### src/rtl/traffic_lamp_guard.sv
// Registered lamp-drive stage behind the traffic-light FSM. It watches for multi-lamp
// and all-dark requests and falls back to latched flashing amber until the operator clears it.
module traffic_lamp_guard #(
  parameter int CONFLICT_CYCLES = 2,
  parameter int DARK_MAX        = 3,
  parameter int FLASH_HALF      = 4
) (
  input  logic       clk,
  input  logic       reset,
  input  logic       r_in,
  input  logic       y_in,
  input  logic       g_in,
  input  logic       fault_clr,
  output logic       lamp_r,
  output logic       lamp_y,
  output logic       lamp_g,
  output logic       fault,
  output logic [1:0] fault_code
);

  localparam int CW = $clog2(CONFLICT_CYCLES + 1);
  localparam int DW = $clog2(DARK_MAX + 1);
  localparam int FW = $clog2(FLASH_HALF + 1);

  localparam logic [CW-1:0] CONF_LAST  = CW'(CONFLICT_CYCLES - 1);
  localparam logic [DW-1:0] DARK_LAST  = DW'(DARK_MAX - 1);
  localparam logic [FW-1:0] FLASH_LAST = FW'(FLASH_HALF - 1);
  localparam logic [CW-1:0] CONF_SAT   = CW'(CONFLICT_CYCLES);
  localparam logic [DW-1:0] DARK_SAT   = DW'(DARK_MAX);

  localparam logic [1:0] CODE_NONE  = 2'b00;
  localparam logic [1:0] CODE_MULTI = 2'b01;
  localparam logic [1:0] CODE_DARK  = 2'b10;

  typedef enum logic {PASS, FLASH} state_t;

  state_t        state_q;
  logic [CW-1:0] conf_cnt_q;
  logic [DW-1:0] dark_cnt_q;
  logic [FW-1:0] flash_cnt_q;

  logic [1:0] n_high;
  logic       is_legal;
  logic       is_multi;
  logic       is_dark;

  always_comb begin
    n_high   = {1'b0, r_in} + {1'b0, y_in} + {1'b0, g_in};
    is_legal = (n_high == 2'd1);
    is_multi = (n_high >= 2'd2);
    is_dark  = (n_high == 2'd0);
  end

  always_ff @(posedge clk or posedge reset) begin
    if (reset) begin
      state_q     <= PASS;
      lamp_r      <= 1'b1;
      lamp_y      <= 1'b0;
      lamp_g      <= 1'b0;
      fault       <= 1'b0;
      fault_code  <= CODE_NONE;
      conf_cnt_q  <= '0;
      dark_cnt_q  <= '0;
      flash_cnt_q <= '0;
    end else begin
      case (state_q)
        PASS: begin
          if (is_legal) begin
            {lamp_r, lamp_y, lamp_g} <= {r_in, y_in, g_in};
            conf_cnt_q <= '0;
            dark_cnt_q <= '0;
          end else if (is_dark) begin
            conf_cnt_q <= '0;
            if (dark_cnt_q >= DARK_LAST) begin
              state_q     <= FLASH;
              fault       <= 1'b1;
              fault_code  <= CODE_DARK;
              {lamp_r, lamp_y, lamp_g} <= 3'b010;
              flash_cnt_q <= '0;
              dark_cnt_q  <= '0;
            end else begin
              {lamp_r, lamp_y, lamp_g} <= 3'b000;
              if (dark_cnt_q != DARK_SAT) dark_cnt_q <= dark_cnt_q + DW'(1);
            end
          end else if (is_multi) begin
            dark_cnt_q <= '0;
            // Conflicting requests are blanked to red on the very first sample.
            if (conf_cnt_q >= CONF_LAST) begin
              state_q     <= FLASH;
              fault       <= 1'b1;
              fault_code  <= CODE_MULTI;
              {lamp_r, lamp_y, lamp_g} <= 3'b010;
              flash_cnt_q <= '0;
              conf_cnt_q  <= '0;
            end else begin
              {lamp_r, lamp_y, lamp_g} <= 3'b100;
              if (conf_cnt_q != CONF_SAT) conf_cnt_q <= conf_cnt_q + CW'(1);
            end
          end
        end
        FLASH: begin
          if (fault_clr && is_legal) begin
            state_q     <= PASS;
            fault       <= 1'b0;
            fault_code  <= CODE_NONE;
            {lamp_r, lamp_y, lamp_g} <= {r_in, y_in, g_in};
            conf_cnt_q  <= '0;
            dark_cnt_q  <= '0;
            flash_cnt_q <= '0;
          end else begin
            lamp_r <= 1'b0;
            lamp_g <= 1'b0;
            // Half-period counter; amber toggles as it wraps.
            if (flash_cnt_q >= FLASH_LAST) begin
              flash_cnt_q <= '0;
              lamp_y      <= ~lamp_y;
            end else begin
              flash_cnt_q <= flash_cnt_q + FW'(1);
            end
          end
        end
        default: state_q <= PASS;
      endcase
    end
  end

endmodule

### config.mk
export PLATFORM = sky130hd
export DESIGN_NAME = traffic_lamp_guard
export DESIGN_NICKNAME = d
export VERILOG_FILES = /design/src/rtl/traffic_lamp_guard.sv
export SDC_FILE = /design/constraint.sdc
export NUM_CORES = 1
export LEC_CHECK = 0
export ABC_AREA = 1
export ABC_CLOCK_PERIOD_IN_PS = 2300
export CORE_UTILIZATION = 59
export CTS_BUF_LIST = sky130_fd_sc_hd__clkbuf_4
export CTS_CLUSTER_DIAMETER = 50
export DETAILED_ROUTE_END_ITERATION = 12
export HOLD_SLACK_MARGIN = 0.12
export PLACE_DENSITY = 0.86
export REMOVE_ABC_BUFFERS = 1
export SLEW_MARGIN = 20
export SYNTH_ARGS = -nofsm -noshare
export SYNTH_HDL_FRONTEND = slang
export SYNTH_SLANG_ARGS = --single-unit
### constraint.sdc
create_clock -name clk -period 2.3 [get_ports clk]
set_input_delay 0.345 -clock clk [delete_from_list [all_inputs] [get_ports clk]]
set_output_delay 0.345 -clock clk [all_outputs]
set_load 0.05 [all_outputs]
==> key figures, run 1 <==
Floorplanning
  – Die area: 1510 µm²
  – Io pins: 12
  – Die Span X: 38.9 µm
  – Initial cell density of the core: 67.6%
  – Die Span Y: slightly below 40 µm
  – CORE AREA: 1190 µm²
  – Row count: 12

Yosys
  – Post-synth top area share: approximately two fifths
  – Largest family of logic cells by synthesized area: simple AND/OR/NAND/NOR gates
  – Yosys cell types: 22
  – Xor/xnor share of the synthesized area: 0%
  – Top cells by area, synth: dfrtp_1, nand3_1, nand2_1
  – EDFF count, synth: 0
  – Main synth FF type: dfrtp_1
  – Synth Area per Inst: between 8 and 9 µm²
  – Area leader, netlist: dfrtp_1
  – Yosys warnings: 0
  – Mapped Cells: slightly above 90
  – Yosys reg bits: 14
  – Seq/Total Area, Yosys: 43.8%
  – Mux cell area share after synthesis: 0%
  – Synth Cell Area: 802 µm²
  – Ys async rst share: 100%
  – Post-synthesis compound-gate area fraction: 7.64%
  – Post-synthesis adder-cell area fraction: between 10 and 15%
  – Simple-gate share of the synthesized area: 28.4%

Setup path
  – Reg2reg setup slack: 970 ps
  – Critical path's slowest cell: clkdlybuf4s50_1
  – CP cell instances: clkdlybuf4s50_1
  – RR Startpoint: conf_cnt_q[1]
  – Critical path startpoint: lamp_r
  – Worst Path Max Fanout: 1
  – Cell family with most CP delay: buffers and inverters
  – CP endpoint kind: output port
  – Crit-path max cell delay: 780 ps
  – Crit Reg-Reg Endpoint: conf_cnt_q[1]
  – Startpoint types: register
  – CP Buf/Inv Count: 1
  – Data required, critical path: approximately 2000 ps
  – CP Class: register to output port
  – R2R cell count: 6
  – Worst path arrival time: 1580 ps
  – Worst Setup EP: lamp_r
  – Crit. path cell count: 1

Clocking
  – CTS tree: built
  – CTS Hold Bufs: 0
  – Root Buffer: clkbuf_4
  – CTS clock-pin slew for the worst setup and hold paths: 80 ps
  – CTS HTree Levels: 1
  – Clock buffer depth: 2
  – Sinks on Clock Net: 14
  – Clock Latency Late Sink: 280 ps
  – Post-cts resize count: 0
  – Post-CTS setup buffers: 0
  – CTS Buf Count: 3

Placed design
  – GPL Wtd Cong: ~0.79
  – Port-buffer cells: 11
  – Hpwl dp: 1090 µm

STA
  – Worst-Margin Slew: around 530 ps
  – Final clock skew: 2.35 ps
  – RSZ-0062 raised after global routing: false
  – Final period utilization: 83.8%
  – Total negative slack: 0 ps
  – Peak Freq: 519 MHz
  – Final setup fails: 0
  – Hold Slack: 398 ps
  – Min cycle time layout: a little under 2000 ps
  – Max_slew headroom: between 60 and 70%
  – Slew Viols, Final: 0
  – Fin. Hold Viols: 0

Routing
  – Drt wl/cell: 11.6 µm
  – DR vias: about 640
  – First-pass DRT Iterations: 4
  – Drt first-iter violations: 20
  – Number of remaining DRC errors: 0
  – DRT antenna net count: 0
  – Post-Route WL: between 1000 and 1500 µm
  – DR vias/cell: 5.28

Layout
  – Nets: 120
  – Share of post-route cells with drive strength above 1: 15.9%
  – P&R area growth vs syn: 17.8%
  – FILL cells: 78
  – Most frequent cells in the layout: nand2_1, nand3_1, inv_1, dfrtp_1, clkdlybuf4s50_1
  – Antenna diodes: 0
  – Commonest non-fill, non-tap cell in the layout: nand2_1

Hold path
  – Type of the most critical hold path: input port to async pin

Pwr
  – Final Power: 1.24 mW
  – Pwr Density: 1310 nW/µm²
  – Leakage power: 0.480 nW
  – Worst IR Drop VDD: 0.900 mV

Status
  – Status: completed

Job
  – Max-cap violations: 0

Global routing
  – GRT Util Overall: 23.9%
  – Global-route wire length before repair: 2430 µm
  – Vias in the first global route: about 580
  – Initial antenna violation count: 0
  – Total congestion overflow: 0
  – Largest net degree at the start of global routing: 15
==> stage by stage <==
stage | worst slack [ps] | utilization, % | area, µm² | std cells
after floorplan | 715 | - | 791 | 92
after global placement | 168 | 77.4 | 918 | 117
after detailed placement | 106 | 77.4 | 918 | 117
after CTS | 365 | 79.6 | 945 | 121
after global routing | 247 | 79.6 | 945 | 121
final | 372 | 79.6 | 945 | 121
==> flip-flops by register name, indices dropped and copies added (netlist names) <==
name         count
lamp_g           1
fault            1
lamp_r           1
conf_cnt_q       2
lamp_y           1
fault_code       2
state_q          1
dark_cnt_q       2
flash_cnt_q      3
==> cell families (layout without fill, tap and decap cells) <==
kind of cell	count (synthesis)	after routing
AND/OR/NAND/NOR	44	44
buffers and inverters	19	33
flip-flops	14	14
AO/OA/AOI/OAI	10	10
adder cells (fa/ha/maj)	6	6
==> area by class of cell <==
class                      instances  area, µm²  area share [%]
tap                               14       17.5            1.85
sequential                        14        352            37.2
timing repair buffer              11        110            11.7
clock inverter                     1       3.75           0.397
inverter                          18       67.6            7.15
clock buffer                       3       22.5            2.38
multi-input combinational         60        372            39.3
==> per-layer routing <==
layer	track usage [%]	up-vias	routed length, µm
met3	5.20	0	44
met2	39.2	16	675
met5	0	-	0
met1	31.1	295	683
li1	-	328	-
met4	7.76	0	0
==> how the worst min path moves through the flow <==
| stage | from | endpoint | slack (ps) | depth (start not counted) |
|---|---|---|---|---|
| 2_1_floorplan | reset | conf_cnt_q[0] | 230 | 1 |
| 6_report | reset | lamp_y | 400 | 2 |
| 4_1_cts | reset | lamp_y | 410 | 2 |
| 3_3_place_gp | dark_cnt_q[0] | dark_cnt_q[0] | 460 | 1 |
| 3_5_place_dp | fault | fault | 460 | 2 |
| 5_1_grt | reset | conf_cnt_q[1] | 440 | 2 |
==> report_power, final <==
part           switching [mW]  internal (mW)  leakage [nW]
registers              0.0776          0.349         0.178
logic                   0.437          0.234         0.287
clock network          0.0784         0.0628        0.0154
==> cells in the mapped netlist, drive strengths merged (3+ instances only) <==
library cell and count:
ha 5, a21oi 3, inv 18, nand3 15, dfrtp 13, nor2 4
o21ai 5, nand2 22
Power figures use the tool's default switching activity.
==> run 2, diff against run 1 <==
--- a/config.mk
+++ b/config.mk
@@ -6,13 +6,13 @@
 export NUM_CORES = 1
 export LEC_CHECK = 0
 export ABC_AREA = 1
-export ABC_CLOCK_PERIOD_IN_PS = 2300
-export CORE_UTILIZATION = 59
+export ABC_CLOCK_PERIOD_IN_PS = 1620
+export CORE_UTILIZATION = 49
 export CTS_BUF_LIST = sky130_fd_sc_hd__clkbuf_4
 export CTS_CLUSTER_DIAMETER = 50
 export DETAILED_ROUTE_END_ITERATION = 12
 export HOLD_SLACK_MARGIN = 0.12
-export PLACE_DENSITY = 0.86
+export PLACE_DENSITY = 0.76
 export REMOVE_ABC_BUFFERS = 1
 export SLEW_MARGIN = 20
 export SYNTH_ARGS = -nofsm -noshare
==> constraint.sdc (replaced) <==
create_clock -name clk -period 1.62 [get_ports clk]
set_input_delay 0.243 -clock clk [delete_from_list [all_inputs] [get_ports clk]]
set_output_delay 0.243 -clock clk [all_outputs]
set_load 0.05 [all_outputs]
==> run 2 against run 1 <==
  * Critical path depth grew 9
  * Flip-flop and latch count is the same
  * Worst setup slack lost 240 ps
  * Hold slack lost 110 ps
  * Non-clock buffer count grew 7
==> key figures, run 2 (synthesis gave the netlist of run 1 again) <==
Global routing
  – Global-route wire length before repair: 2550 µm
  – Total congestion overflow: 0
  – GRT Util Overall: 19.0%
  – Vias in the first global route: 613
  – Initial antenna violation count: 0
  – Largest net degree at the start of global routing: 15

Clocking
  – Clock buffer depth: 2
  – Clock Latency Late Sink: 270 ps
  – CTS Buf Count: 3
  – Sinks on Clock Net: 14
  – Root Buffer: clkbuf_4
  – CTS Hold Bufs: 0
  – CTS clock-pin slew for the worst setup and hold paths: 90 ps
  – Post-cts resize count: 7
  – CTS HTree Levels: 1
  – Post-CTS setup buffers: 0
  – CTS tree: built

STA
  – Slew Viols, Final: 0
  – Peak Freq: 672 MHz
  – Total negative slack: 0 ps
  – Hold Slack: roughly 300 ps
  – Final clock skew: 5.39 ps
  – Worst setup margin: between 100 and 150 ps
  – Max_slew headroom: 66.1%
  – RSZ-0062 raised after global routing: false
  – Fin. Hold Viols: 0
  – Min cycle time layout: 1490 ps
  – Final period utilization: 91.8%
  – Worst-Margin Slew: 508 ps
  – Final setup fails: 0

Routing
  – Drt first-iter violations: 13
  – DR vias: 646
  – DR vias/cell: approximately 5
  – First-pass DRT Iterations: 4
  – DRT antenna net count: 0
  – Post-Route WL: about 1400 µm
  – Drt wl/cell: 11.1 µm
  – Number of remaining DRC errors: 0

Setup path
  – Data required, critical path: 1780 ps
  – Worst path arrival time: 1650 ps
  – Worst Path Max Fanout: 5
  – CP endpoint kind: register
  – CP Class: input port to register
  – Startpoint types: input port

Floorplanning
  – Die Span X: roughly 42 µm
  – CORE AREA: 1520 µm²
  – Die area: 1800 µm²
  – Io pins: 12
  – Row count: 14
  – Die Span Y: 42.5 µm
  – Initial cell density of the core: a little over half

Placed design
  – GPL Wtd Cong: 0.870
  – Worst slack, placed: -456 ps
  – DP Cell Count: between 100 and 150
  – Placed inst area: 971 µm²
  – Port-buffer cells: 11
  – Hpwl dp: 1110 µm

Pwr
  – Final Power: 1.82 mW
  – Leakage power: approximately 0.53 nW
  – Pwr Density: 1820 nW/µm²
  – Worst IR Drop VDD: 1.12 mV

Layout
  – Final core utilization: approximately 66%
  – Most flop-heavy register: flash_cnt_q
  – P&R area growth vs syn: 24.5%
  – FILL cells: 130
  – Commonest non-fill, non-tap cell in the layout: nand2_1
  – Nets: 127
  – Largest register FFs: 3
  – Register area: around 350 µm²
  – Most frequent cells in the layout: nand2_1, nand3_1, dfrtp_1, buf_4, inv_1
  – Final Instance Area: 998 µm²
  – Share of post-route cells with drive strength above 1: 29.8%
  – Layout Cells excl Fill: 130
  – Antenna diodes: 0
  – Multi-input logic area: 377 µm²

Job
  – Max-cap violations: 0

Status
  – Status: completed

Hold path
  – Type of the most critical hold path: input port to async pin
[run 2: cell count changes in the layout (fill, tap and decap cells not counted)]
cell             change
clkdlybuf4s50_1      -9
fa_2                 +1
inv_2                +2
dlygate4sd2_1        +3
buf_12               +1
nand2_2              +1
fa_1                 -1
nand2_1              -1
inv_1                -2
buf_4               +12
[run 2: report_power, final]
group          internal (mW)  leakage [nW]  switching (mW)
clock                 0.0890        0.0154           0.109
sequential             0.497         0.178           0.119
combinational          0.378         0.334           0.625
total                  0.964         0.527           0.853
[run 2: area by class of cell]
| cell class | count | share of cell area, % |
|---|---|---|
| Clock buffer | 3 | 2.26 |
| Clock inverter | 1 | 0.376 |
| Inverter | 18 | 6.77 |
| Multi-Input combinational cell | 60 | 37.7 |
| Sequential cell | 14 | 35.2 |
| Tap cell | 16 | 2.01 |
| Timing Repair Buffer | 18 | 15.7 |
[run 2: layer usage]
metal | vias to the layer above | track usage (%) | share of wire (%)
met4 | 0 | 9.38 | 0.69
li1 | 342 | - | -
met2 | 14 | 28.9 | 44
met1 | 288 | 25.1 | 51
met5 | - | 0 | 0
met3 | 2 | 4.74 | 3.8
[run 2: path summary, 6_finish.rpt]
check                                     from            end  slack [ps]  cells after the start
worst min register to register   dark_cnt_q[0]  dark_cnt_q[0]         480                      1
max in group asynchronous                reset         lamp_r         970                      2
min in group clk                          g_in         lamp_g         340                      3
worst min-delay path                     reset         lamp_y         290                      2
worst max register to register  flash_cnt_q[0]         lamp_y         310                      8
worst max-delay path                      y_in  fault_code[0]         130                     10
[run 2: worst max-delay path, stage by stage]
cell and delay [ps]:
dlygate4sd2_1 230, inv_2 50, fa_2 620, nand2_1 80, nand2_2 100, nand2_4 70
nand2_1 50, nand2_1 70, nand2_1 80, o21ai_2 50
